[src/rtl/router_pkg.sv]
// rtl/router_pkg.sv - shared widths and the parity accumulate helper for the router register stage
// Contents:
//   DATA_WIDTH_DEF : default byte width of the packet datapath
//   ADDR_WIDTH_DEF : default number of header LSBs carrying the destination address
//   parity_acc()   : one step of the byte-wise XOR parity accumulation
package router_pkg;

  localparam int DATA_WIDTH_DEF = 8;
  localparam int ADDR_WIDTH_DEF = 2;

  // One accumulation step; folding every header and payload byte through this
  // yields the parity byte a well-formed packet carries at its tail.
  function automatic logic [DATA_WIDTH_DEF-1:0] parity_acc(
    input logic [DATA_WIDTH_DEF-1:0] acc,
    input logic [DATA_WIDTH_DEF-1:0] data_byte
  );
    return acc ^ data_byte;
  endfunction

endpackage

[src/rtl/router_reg.sv]
// rtl/router_reg.sv - router datapath register stage: header capture, payload register, full-byte hold, parity check
// Ports:
//   clock, resetn      : clock and synchronous active-low reset
//   pkt_valid          : source packet valid, drops on the parity byte
//   data_in            : packet byte from the source
//   fifo_full          : selected destination FIFO is full
//   detect_add .. rst_int_reg : one-hot state qualifiers from the router control FSM
//   parity_done        : parity byte has been received
//   low_pkt_valid      : pkt_valid dropped while loading data
//   err                : parity mismatch for the last packet
//   dout               : registered byte towards the destination FIFO
module router_reg
  import router_pkg::*;
#(
  parameter int DATA_WIDTH = DATA_WIDTH_DEF,
  parameter int ADDR_WIDTH = ADDR_WIDTH_DEF
) (
  input  logic                  clock,
  input  logic                  resetn,
  input  logic                  pkt_valid,
  input  logic [DATA_WIDTH-1:0] data_in,
  input  logic                  fifo_full,
  input  logic                  detect_add,
  input  logic                  lfd_state,
  input  logic                  ld_state,
  input  logic                  laf_state,
  input  logic                  full_state,
  input  logic                  rst_int_reg,
  output logic                  parity_done,
  output logic                  low_pkt_valid,
  output logic                  err,
  output logic [DATA_WIDTH-1:0] dout
);

  logic [DATA_WIDTH-1:0] dout_q, dout_d;
  logic [DATA_WIDTH-1:0] hdr_byte_q, hdr_byte_d;
  logic [DATA_WIDTH-1:0] full_byte_q, full_byte_d;
  logic [DATA_WIDTH-1:0] int_parity_q, int_parity_d;
  logic [DATA_WIDTH-1:0] pkt_parity_q, pkt_parity_d;
  logic                  parity_done_q, parity_done_d;
  logic                  low_pkt_valid_q, low_pkt_valid_d;
  logic                  err_q, err_d;

  logic new_header;
  assign new_header = detect_add && pkt_valid;

  always_comb begin
    dout_d          = dout_q;
    hdr_byte_d      = hdr_byte_q;
    full_byte_d     = full_byte_q;
    int_parity_d    = int_parity_q;
    pkt_parity_d    = pkt_parity_q;
    parity_done_d   = parity_done_q;
    low_pkt_valid_d = low_pkt_valid_q;
    err_d           = err_q;

    if (new_header) begin
      hdr_byte_d = data_in;
    end

    // Output byte: a byte arriving while the FIFO is full is parked in
    // full_byte and replayed in LOAD_AFTER_FULL; dout holds meanwhile.
    if (lfd_state) begin
      dout_d = hdr_byte_q;
    end else if (ld_state && !fifo_full) begin
      dout_d = data_in;
    end else if (ld_state && fifo_full) begin
      full_byte_d = data_in;
    end else if (laf_state) begin
      dout_d = full_byte_q;
    end

    if (rst_int_reg) begin
      low_pkt_valid_d = 1'b0;
    end else if (ld_state && !pkt_valid) begin
      low_pkt_valid_d = 1'b1;
    end

    // A parity byte parked by a full FIFO only completes once it is replayed.
    if (detect_add) begin
      parity_done_d = 1'b0;
    end else if ((ld_state && !fifo_full && !pkt_valid) ||
                 (laf_state && low_pkt_valid_q && !parity_done_q)) begin
      parity_done_d = 1'b1;
    end

    // Payload bytes are folded in when first seen in LOAD_DATA, even if the
    // FIFO is full, so the replay in LOAD_AFTER_FULL must not fold again.
    if (detect_add) begin
      int_parity_d = '0;
    end else if (lfd_state) begin
      int_parity_d = parity_acc(int_parity_q, hdr_byte_q);
    end else if (ld_state && pkt_valid && !full_state) begin
      int_parity_d = parity_acc(int_parity_q, data_in);
    end

    if (new_header) begin
      pkt_parity_d = '0;
    end else if (ld_state && !pkt_valid) begin
      pkt_parity_d = data_in;
    end

    // err survives into DECODE_ADDRESS and only drops when a new header lands.
    if (new_header) begin
      err_d = 1'b0;
    end else if (parity_done_q) begin
      err_d = (int_parity_q != pkt_parity_q);
    end
  end

  always_ff @(posedge clock) begin
    if (!resetn) begin
      dout_q          <= '0;
      hdr_byte_q      <= '0;
      full_byte_q     <= '0;
      int_parity_q    <= '0;
      pkt_parity_q    <= '0;
      parity_done_q   <= 1'b0;
      low_pkt_valid_q <= 1'b0;
      err_q           <= 1'b0;
    end else begin
      dout_q          <= dout_d;
      hdr_byte_q      <= hdr_byte_d;
      full_byte_q     <= full_byte_d;
      int_parity_q    <= int_parity_d;
      pkt_parity_q    <= pkt_parity_d;
      parity_done_q   <= parity_done_d;
      low_pkt_valid_q <= low_pkt_valid_d;
      err_q           <= err_d;
    end
  end

  // The FSM drives exactly one qualifier at a time; overlap is undefined here.
  always_ff @(posedge clock) begin
    if (resetn) begin
      assert ($onehot0({detect_add, lfd_state, ld_state, laf_state, full_state, rst_int_reg})
              && (ADDR_WIDTH <= DATA_WIDTH));
    end
  end

  assign dout          = dout_q;
  assign parity_done   = parity_done_q;
  assign low_pkt_valid = low_pkt_valid_q;
  assign err           = err_q;

endmodule
[config.mk]
export PLATFORM = sky130hd
export DESIGN_NAME = router_reg
export DESIGN_NICKNAME = d
export VERILOG_FILES = /design/src/rtl/router_pkg.sv /design/src/rtl/router_reg.sv
export SDC_FILE = /design/constraint.sdc
export NUM_CORES = 1
export LEC_CHECK = 0
export CORE_AREA = 2 2 52 103
export CTS_BUF_LIST = sky130_fd_sc_hd__clkbuf_8 sky130_fd_sc_hd__clkbuf_16
export CTS_CLUSTER_DIAMETER = 100
export DETAILED_ROUTE_END_ITERATION = 10
export DIE_AREA = 0 0 54 105
export MAX_ROUTING_LAYER = met4
export PLACE_DENSITY = 0.65
export SYNTH_ARGS = -nofsm -noshare
export SYNTH_HDL_FRONTEND = slang
export SYNTH_SLANG_ARGS = --single-unit
[constraint.sdc]
create_clock -name clock -period 1.2 [get_ports clock]
set_input_delay 0.24 -clock clock [delete_from_list [all_inputs] [get_ports clock]]
set_output_delay 0.24 -clock clock [all_outputs]
set_load 0.01 [all_outputs]
== Word level (Yosys, flattened, before mapping) ==
Cells that the tools add are included.

* Bitwise gates (word level): 5
* Reduce and logical (&&, ||, !) cells: 21
* Equality and inequality tests: 2
* Muxes and demuxes: 6

{| class="wikitable"
|+ Operators with widths
! kind !! count
|-
| $mux 8 || 6
|-
| $xor 8x8->8 || 2
|-
| $logic_and 1x1->1 || 9
|-
| $ne 8x8->1 || 1
|-
| $reduce_or 2->1 || 3
|-
| $logic_not 1->1 || 4
|-
| $ne 3x2->1 const B || 1
|-
| $not 1->1 || 3
|-
| $reduce_and 3->1 || 1
|-
| $reduce_bool 3->1 || 1
|-
| $reduce_and 2->1 || 1
|-
| $reduce_bool 2->1 || 1
|-
| $logic_or 1x1->1 || 1
|}

* Flip-flop bits (word level): 43
* Output and inout port bits: 11
* Logic and storage cells: 42
* Input bits: 18

== Longest topological paths before layout ==
Gate-level depths: netlist of the first run.

* Word-level depth: 4
* Mapped depth: 5
* Mapped depth without buffers: 4

== Least setup slack after synthesis of the first run ==
No wires, ideal clock.

* Path kind: input port to flip-flop
* Start point: input ld_state
* End point: register dout_q[0] (netlist: dout[0])
* Path buffers: 1
* Required time: 1069 ps
* Setup time: 131 ps
* Arrival time: 1020 ps
* Cell stages on the path: 5
* Setup slack: 49 ps
* Cell sequence: nor2b_4 buf_6 mux2_2 mux2i_1 o21ai_0

* Cells in the longest elaborated chain, start to end: 3
* Elaborated cells on any way between the ends: 7
* Those cells by class: eq/ne (1); mux (2); reduce/logical (4)

{| class="wikitable"
|+ RTL lines
! what !! line !! source
|-
| from (decl) || router_reg.sv:25 || <nowiki>input logic ld_state,</nowiki>
|-
| $logic_and 1x1->1 (on tied branches) || router_reg.sv:67, router_reg.sv:65 ||
|-
| $ne 3x2->1 (no source line) (tied with other cells) || n/a ||
|-
| $reduce_and 2->1 (no source line) / $mux 8 (equally long branches) || n/a ||
|-
| to (signal assigned) || router_reg.sv:122 || <nowiki>dout_q <= dout_d;</nowiki>
|-
| to (decl) || router_reg.sv:35 || <nowiki>logic [DATA_WIDTH-1:0] dout_q, dout_d;</nowiki>
|}

Several ways; a longest one is shown, not always the timed one.
A chain may end at the register's enable or synchronous reset.

== Worst setup path in the final report of the first run ==
* Start point: register dout_q[3] (netlist: dout[3])
* End point: output dout[3]

{| class="wikitable"
|+ RTL lines
! what !! line !! source
|-
| to (decl) || router_reg.sv:32 || <nowiki>output logic [DATA_WIDTH-1:0] dout</nowiki>
|}

No word-level cell between the ends.

==> results of run 1 <==
layer usage:
metal  vias up  global-route usage
met3        11              0.0300
met4         0              0.0982
met5         -                   -
met2        26               0.305
li1        816                   -
met1       749               0.207
sequential cells by signal, summed over array words and instances (netlist names):
register	flops
pkt_parity_q	8
dout	8
full_byte_q	8
hdr_byte_q	8
low_pkt_valid	1
parity_done	1
int_parity_q	8
err	1
metrics by stage:
stage / TNS [ns] / area [sq um] / setup WS [ns] / instances
after floorplan: 0 / 1910 / 0.0493 / 202
after global placement: -16.46 / 2510 / -0.562 / 312
after detailed placement: -16.71 / 2510 / -0.588 / 312
after CTS: -0.0165 / 2610 / -0.0165 / 320
after global routing: 0 / 2650 / 0.00169 / 322
final: 0 / 2650 / 0.0373 / 322
power groups by stage:
stage               clock, uW  combinational (uW)  sequential [uW]
finish                    867                 464             1510
global route              962                 508             1520
CTS                       905                 461             1510
detailed placement          0                 463             1540
global placement            0                 457             1540
floorplan                   0                 214             1540
cell usage in the layout, fill, tap and decap left out, types with 3 or more instances in the layout:
master / n
sky130_fd_sc_hd__nand2_1: 34
sky130_fd_sc_hd__clkbuf_8: 5
sky130_fd_sc_hd__a21oi_1: 8
sky130_fd_sc_hd__xor2_1: 11
sky130_fd_sc_hd__dfxtp_2: 4
sky130_fd_sc_hd__a21boi_0: 8
sky130_fd_sc_hd__clkinv_2: 3
sky130_fd_sc_hd__nor2b_1: 9
sky130_fd_sc_hd__nor2_1: 10
sky130_fd_sc_hd__dlygate4sd2_1: 13
sky130_fd_sc_hd__a22oi_1: 5
sky130_fd_sc_hd__mux2i_1: 16
sky130_fd_sc_hd__dfxtp_1: 39
sky130_fd_sc_hd__nand3_1: 8
sky130_fd_sc_hd__o21ai_1: 3
sky130_fd_sc_hd__buf_4: 33
sky130_fd_sc_hd__buf_12: 3
sky130_fd_sc_hd__xnor2_1: 3
sky130_fd_sc_hd__mux2_2: 8
sky130_fd_sc_hd__o21ai_0: 5
sky130_fd_sc_hd__a22oi_2: 3
sky130_fd_sc_hd__clkdlybuf4s50_1: 11
cells in the mapped netlist, drive strengths merged, types with 4 or more instances:
cell type / count / area [sq um]
a21boi: 8 / 60.1
a22oi: 8 / 60.1
nor2: 10 / 37.5
xor2: 11 / 96.3
mux2: 8 / 90.1
a21oi: 8 / 40.0
clkbuf: 4 / 15.0
mux2i: 16 / 160
nand3: 8 / 40.0
o21ai: 8 / 40.0
dfxtp: 43 / 861
nor2b: 10 / 70.1
nand2: 35 / 131
buf: 7 / 42.5
xnor2: 5 / 43.8
area by class of cell:
cell class / instances / area (sq um)
timing repair buffer: 66 / 587
tap: 57 / 71.3
clock inverter: 3 / 15.0
sequential: 43 / 866
inverter: 1 / 3.75
clock buffer: 5 / 68.8
multi-input combinational: 147 / 1030
fill: 468 / 2220
worst paths after layout:
check / start / to / slack [ns]
setup / recovery: dout[3]$_SDFFE_PN0P_ / dout[3] / 0.04
hold / removal: laf_state / parity_done$_SDFFE_PP0P_ / 0.26
setup reg to reg: pkt_parity_q[1]$_SDFFE_PP0P_ / err$_SDFFE_PP0P_ / 0.12
hold reg to reg: dout[7]$_SDFFE_PN0P_ / dout[7]$_SDFFE_PN0P_ / 0.45
cells by family (layout without fill, tap and decap cells):
logic type / after synthesis / count (layout) / synth area share
xor+xnor: 16 / 16 / 0.0733
mux: 24 / 24 / 0.131
flops: 43 / 43 / 0.451
buf+inv: 12 / 75 / 0.0321
simple gates: 71 / 71 / 0.185
compound gates: 36 / 36 / 0.128
timing repair:
action / 4_1_cts / 5_1_grt
setup buffers: 0 / 2
pin swaps: 3 / 1
endpoints found under the setup margin: 45 / 11
gates resized for setup: 23 / 16
worst min-delay path, stage by stage:
cell                             delay [ns]
sky130_fd_sc_hd__dlymetal6s2s_1        0.11
sky130_fd_sc_hd__a221oi_1              0.10
sky130_fd_sc_hd__nor2_1                0.07
==> run summary, run 1 <==
The worst ir drop on vdd is 0.708 mV. The number of cells on the worst reg-to-reg path came out at 4. The total number of H-tree levels came out at 2. Of the total power, combinational logic draws 0.163. From bottom edge to top edge, the die measures 105 um. The worst setup path is of the register to primary output kind.

The kind of cell adding the most delay to the critical path is flip-flops. The number of antenna repair diodes came out at 0. Counting distinct cell types in the post-synthesis netlist gives 33.

The count of flip-flops with a built-in enable after synthesis is 0. From synthesis to final layout, the design area changed by 38.5%. Using the TritonRoute via totals, the vias-per-cell ratio works out to between 4 and 5.

The tree built by TritonCTS fans out to 43 sinks. The DRC violations left came out at 0. The total of endpoints with negative setup slack in the final report is 0. The pin count of the biggest net entering global routing came out at 14. The number of warning messages in the yosys log came out at 0.

The number of global-route vias before repair is between 1500 and 2000. The number of antenna violations at the first check in global routing came out at 0. At the pin with the least slew margin, the transition time is between 0.2 and 0.3 ns. The cell area power density is 1070 nW/um^2. The share of the core filled with cells came out at 0.544. For this run, the slowest stage of the critical path takes about 0.36 ns. The maximum net fanout on the critical path came out at 2. The average cell area after synthesis came out at 9.46 sq um. The worst min-delay path category is primary input to register. Walking the worst path, the cells encountered are dlygate4sd2_1. Setup repair after global routing left no endpoint under its margin. The flow ran to the end, and the final reports show no timing, DRC or antenna violations.

The number of input and output port buffers inserted came out at 28. The post-synth net total is 220. The switching power came out at around 710 uW. The portion of total power attributed to sequential cells is 0.532. The standard cell core area came out at between 4000 and 5000 sq um. For the worst setup path, the data arrival time is 0.92 ns. The synthesized instance count came out at roughly 200. In this run the deepest clock path goes through 2 buffers. The number of nets still failing antenna checks after routing came out at 0. The internal portion of total power is approximately 2100 uW.

TritonCTS built the clock tree. The final route contains 1602 vias. In the synthesized netlist the async set-or-reset flop fraction comes to 0. The number of buffers and inverters on the critical path is 1. The max-slew violation count came out at 0. The final RePlAce weighted congestion is approximately 0.75.

The total wire length came out at about 4.5 mm. In this run, the number of DRC markers left after iteration 0 of detailed routing was 17. Total power for the finished layout comes to 2840 uW. The global-route wire length before repair came out at 7.64 mm. The number of rows in the core area is 36. The I/O pin total is 29. Headroom to the max-slew limit came out at 0.801.

For this run, the leading register cell type out of synthesis is sky130_fd_sc_hd__dfxtp_1. The max-cap check violation count came out at 0. The area of the die is roughly 5700 sq um.

After detailed routing, the average wire length per cell comes to around 14 um. The cell area that synthesis handed to floorplanning was 1910 sq um. Of the total power, the share spent switching nets is 0.251. For this design, the CTS-stage hold fixing added 0 buffers. The number of stages on the worst setup path came out at 1.

The clock transition time at the flip-flop clock pins of the worst setup and hold paths is 0.07 ns. Along the worst hold path, the cell count comes to 3. The placed wire-length estimate came out at about 3.6 mm.

The final clock skew came out at around 0.0045 ns. The clock period minus final worst setup slack came out at about 1.2 ns. The all-layer global routing usage came out at 0.186. The final layout net count is between 200 and 300. STA classifies the critical path startpoint as a register. The number of synthesized register bits came out at between 40 and 50. The insertion delay of the later-clocked pin in the worst-skew pair came out at approximately 0.29 ns.

The number of hold violations in the final report is 0. The leakage power came out at ~0.0011 uW. Dividing the final minimum period by the clock period gives 0.969. The clock tree root driver cell is sky130_fd_sc_hd__clkbuf_8.

The sequential-to-total area share from yosys stat came out at 0.451. The worst hold slack after final layout is between 0.2 and 0.3 ns. The worst setup path is captured at a primary output. The routed metal-1 wirelength came out at 1.77 mm. Before antenna repair, the detailed router went through 4 iterations.

The highest achievable clock rate is 860 MHz. The routed design uses around 2.5 mm of met2 wire. The clock group share of total power is 0.305. The worst endpoint required time is ~0.96 ns. Signal routing reaches up to met4. Of the cells placed in the final design, the portion with a size suffix greater than 1 is 0.272. The total congestion overflow came out at 0. For this design, the slowest cell found on the critical path is sky130_fd_sc_hd__dfxtp_1. The die boundary width is about 54 um. The length of routed met3 wiring is 111 um. The starting utilization of the core area came out at 0.393. The number of buffers created by CTS is 5.
No activity file was read; power rests on OpenSTA's default activity.
==> inputs of run 2 (changes only) <==
--- a/config.mk
+++ b/config.mk
@@ -5,13 +5,13 @@
 export SDC_FILE = /design/constraint.sdc
 export NUM_CORES = 1
 export LEC_CHECK = 0
-export CORE_AREA = 2 2 52 103
+export CORE_AREA = 2 2 73 75
 export CTS_BUF_LIST = sky130_fd_sc_hd__clkbuf_8 sky130_fd_sc_hd__clkbuf_16
 export CTS_CLUSTER_DIAMETER = 100
 export DETAILED_ROUTE_END_ITERATION = 10
-export DIE_AREA = 0 0 54 105
+export DIE_AREA = 0 0 75 77
 export MAX_ROUTING_LAYER = met4
-export PLACE_DENSITY = 0.65
+export PLACE_DENSITY = 0.64
 export SYNTH_ARGS = -nofsm -noshare
 export SYNTH_HDL_FRONTEND = slang
 export SYNTH_SLANG_ARGS = --single-unit
==> run summary, run 2 (synthesized netlist as in run 1, its figures left out) <==
The worst endpoint required time came to 0.96 ns (about the same). The number of input and output port buffers inserted is 28 (unchanged). The number of nets still failing antenna checks after routing came out at 0 (unchanged). The worst ir drop on vdd came out at 0.818 mV (+16%).

The count of TritonRoute iterations in the first routing pass is 4 (unchanged). For this design, the slowest cell found on the critical path is sky130_fd_sc_hd__dfxtp_1. The mean routed wirelength per cell is 13.3 um (-4.2%).

The number of hold violations in the final report came to 0 (unchanged). The growth of design area from synthesis to finish is 41.0%. The final RePlAce weighted congestion came out at 0.821 (+10%). The worst setup path is launched from a register.

Leaving out fill and tap cells, the most frequent cell in the layout is sky130_fd_sc_hd__dfxtp_1. The placed wire-length estimate is 3.49 mm (-1.8%). The number of global-route vias before repair is 1647 (-0.30%). The number of vias after detailed routing is 1600 (-0.12%).

The insertion delay of the later-clocked pin in the worst-skew pair was 0.30 ns (about the same). The maximum cell stage delay along the critical path is 0.34 ns (-0.02 ns). The path with the worst hold slack has its endpoint at parity_done$_SDFFE_PP0P_. The placement-stage cell area was 2500 sq um (-0.35%). The worst register-to-register path ends at err$_SDFFE_PP0P_. The total of endpoints with negative setup slack in the final report came out at 0 (unchanged). The clock period minus final worst setup slack was 1.14 ns (-0.0184 ns). The cell area power density is 1170 nW/um^2 (+8.6%).

The hold-fix buffer count after cts came out at 0 (unchanged). The fraction of the cycle the final worst path needs came to 0.954 (-0.0153). The highest metal layer carrying signal wires in the routed design is met4. The total wire length came out at 4.44 mm (-0.91%). In this run the critical register-to-register path is launched from pkt_parity_q[3]$_SDFFE_PP0P_.

The run finished with clean final reports. The max-cap check violation count came out at 0 (unchanged). The non-filler instance count after layout came out at 333 (+3.4%).

The number of rows in the core area is 26 (-28%). The worst hold path begins at laf_state. The number of sinks on the clock net was 43 (unchanged).

The number of buffers inserted to repair setup after CTS is 0 (unchanged). The cell count after placement came out at 325 (+4.2%). The share of the core filled with cells is 0.541 (-0.00275).

The total number of H-tree levels came out at 2 (unchanged). The remaining max-slew budget at the tightest pin is 0.810 (+0.00926). The via density per instance is 4.80 (-3.4%). The final clock skew is 0.00904 ns (+0.00457 ns).

The starting utilization of the core area is 0.384 (-0.00889). The number of buffers and inverters on the critical path came out at 1 (unchanged). The all-layer global routing usage is 0.176 (-0.0108). The global-route wire length before repair is 7.51 mm (-1.7%). The pin count of the biggest net entering global routing came out at 17 (+3). The top cell types in the final layout, fill and taps aside, are sky130_fd_sc_hd__dfxtp_1 (37), sky130_fd_sc_hd__nand2_1 (34), sky130_fd_sc_hd__buf_4 (31). The total congestion overflow is 0 (unchanged). The max-slew violation count is 0 (unchanged). The highest achievable clock rate is 874 MHz (+1.6%). The maximum net fanout on the critical path is 2 (unchanged). The number of cells on the worst reg-to-reg path came out at 5 (+1). The number of cells on the worst hold path came out at 3 (unchanged). The final non-filler cell area is 2690 sq um (+1.8%). In this run the clock root is driven by a sky130_fd_sc_hd__clkbuf_8. The maximum buffer depth of the clock tree came out at 2 (unchanged). The measured slew at the worst slew-check pin came out at 0.284 ns (-0.0139 ns). The I/O pin total is 29 (unchanged). Setup repair after global routing could not meet its margin everywhere. The cell family contributing the most delay on the critical path is flip-flops. The leakage power is 0.00114 uW (-0.23%). The worst hold path belongs to the class primary input to register.

The critical path goes through dlygate4sd2_1. The number of violations reported at the end of detailed-routing iteration 0 was 95 (+78). The die boundary width was 75 um (+39%). The length of routed met3 wiring is 138 um (+24%).

The number of antenna violations at the first check in global routing is 0 (unchanged). The routed metal-1 wirelength came out at 1.97 mm (+12%). The worst path arrival time came out at 0.90 ns (-0.02 ns). The standard cell core area is 4980 sq um (+2.3%).

The critical path is of the register to primary output type. The number of buffers created by CTS was 5 (unchanged). The met2 wirelength from detailed routing was 2.28 mm (-8.3%).

The clock transition time at the flip-flop clock pins of the worst setup and hold paths is 0.08 ns (about the same). The final layout net count is 280 (-0.71%). The area of the die is 5780 sq um (+1.9%).

The chip height is 77 um (-27%). The worst setup path is captured at a primary output. The flop-to-flop setup slack is 0.09 ns (-0.03 ns).

The proportion of layout cells with a drive suffix above 1 came out at 0.285 (+0.0135). The DRC violations left is 0 (unchanged). The number of antenna repair diodes is 0 (unchanged). TritonCTS built the clock tree.
run 2: changes by cell type in the layout (fill, tap and decap cells not counted), moves of 2 or more:
cell | previous run | this run
sky130_fd_sc_hd__buf_12 | 3 | 1
sky130_fd_sc_hd__dfxtp_1 | 39 | 37
sky130_fd_sc_hd__xnor2_1 | 3 | 1
sky130_fd_sc_hd__buf_6 | 2 | 4
sky130_fd_sc_hd__clkinv_2 | 3 | 1
sky130_fd_sc_hd__xnor2_2 | 2 | 4
sky130_fd_sc_hd__dfxtp_2 | 4 | 6
sky130_fd_sc_hd__clkdlybuf4s15_1 | 1 | 3
sky130_fd_sc_hd__buf_4 | 33 | 31
run 2: cell type report:
cell class                      instances  area (sq um)
Fill cell                             474          2280
Multi-Input combinational cell        147          1060
Sequential cell                        43           868
Timing Repair Buffer                   64           553
Tap cell                               70          87.6
Clock buffer                            6          82.6
Clock inverter                          2          35.0
Inverter                                1          3.75
run 2: worst min-delay path: stages:
cell and delay (ns):
sky130_fd_sc_hd__dlygate4sd2_1 0.24, sky130_fd_sc_hd__a221oi_1 0.10, sky130_fd_sc_hd__nor2_1 0.07
run 2: worst max path at each step:
stage,startpoint,to,cells after the start
after detailed placement,ld_state,dout[0]$_SDFFE_PN0P_,6
after floorplan,ld_state,dout[0]$_SDFFE_PN0P_,5
final,dout[7]$_SDFFE_PN0P_,dout[7],1
after global placement,ld_state,dout[3]$_SDFFE_PN0P_,6
after CTS,fifo_full,dout[3]$_SDFFE_PN0P_,6
after global routing,pkt_parity_q[3]$_SDFFE_PP0P_,err$_SDFFE_PP0P_,5
run 2: power by group:
| part | total [uW] | switching (uW) | internal [uW] |
|---|---|---|---|
| registers | 1510 | 33.9 | 1480 |
| clock network | 1170 | 494 | 674 |
| logic | 464 | 210 | 254 |
| total | 3140 | 738 | 2410 |
run 2: what timing repair did:
item                       in CTS  in global routing
setup endpoints to repair      43                 22
hold endpoints to repair        0                  0
pin swaps                       2                  2
gates cloned                    0                  0
resized for setup              22                 27
run 2: layer usage:
layer | up-vias | track usage
li1 | 815 | -
met1 | 755 | 0.212
met2 | 25 | 0.289
met3 | 5 | 0.0368
met4 | 0 | 0.0536
met5 | - | -
run 2: per-stage QoR:
stage / hold slack, ns / power (uW) / TNS [ns] / worst slack [ns]
6_report: 0.389 / 3140 / 0 / 0.0556
5_1_grt: 0.412 / 3300 / -0.0260 / -0.0260
4_1_cts: 0.393 / 3160 / 0 / 0.00859
3_5_place_dp: 0.444 / 2000 / -17.14 / -0.546
3_3_place_gp: 0.435 / 2000 / -16.65 / -0.495
2_1_floorplan: 0.316 / 1760 / 0 / 0.0493
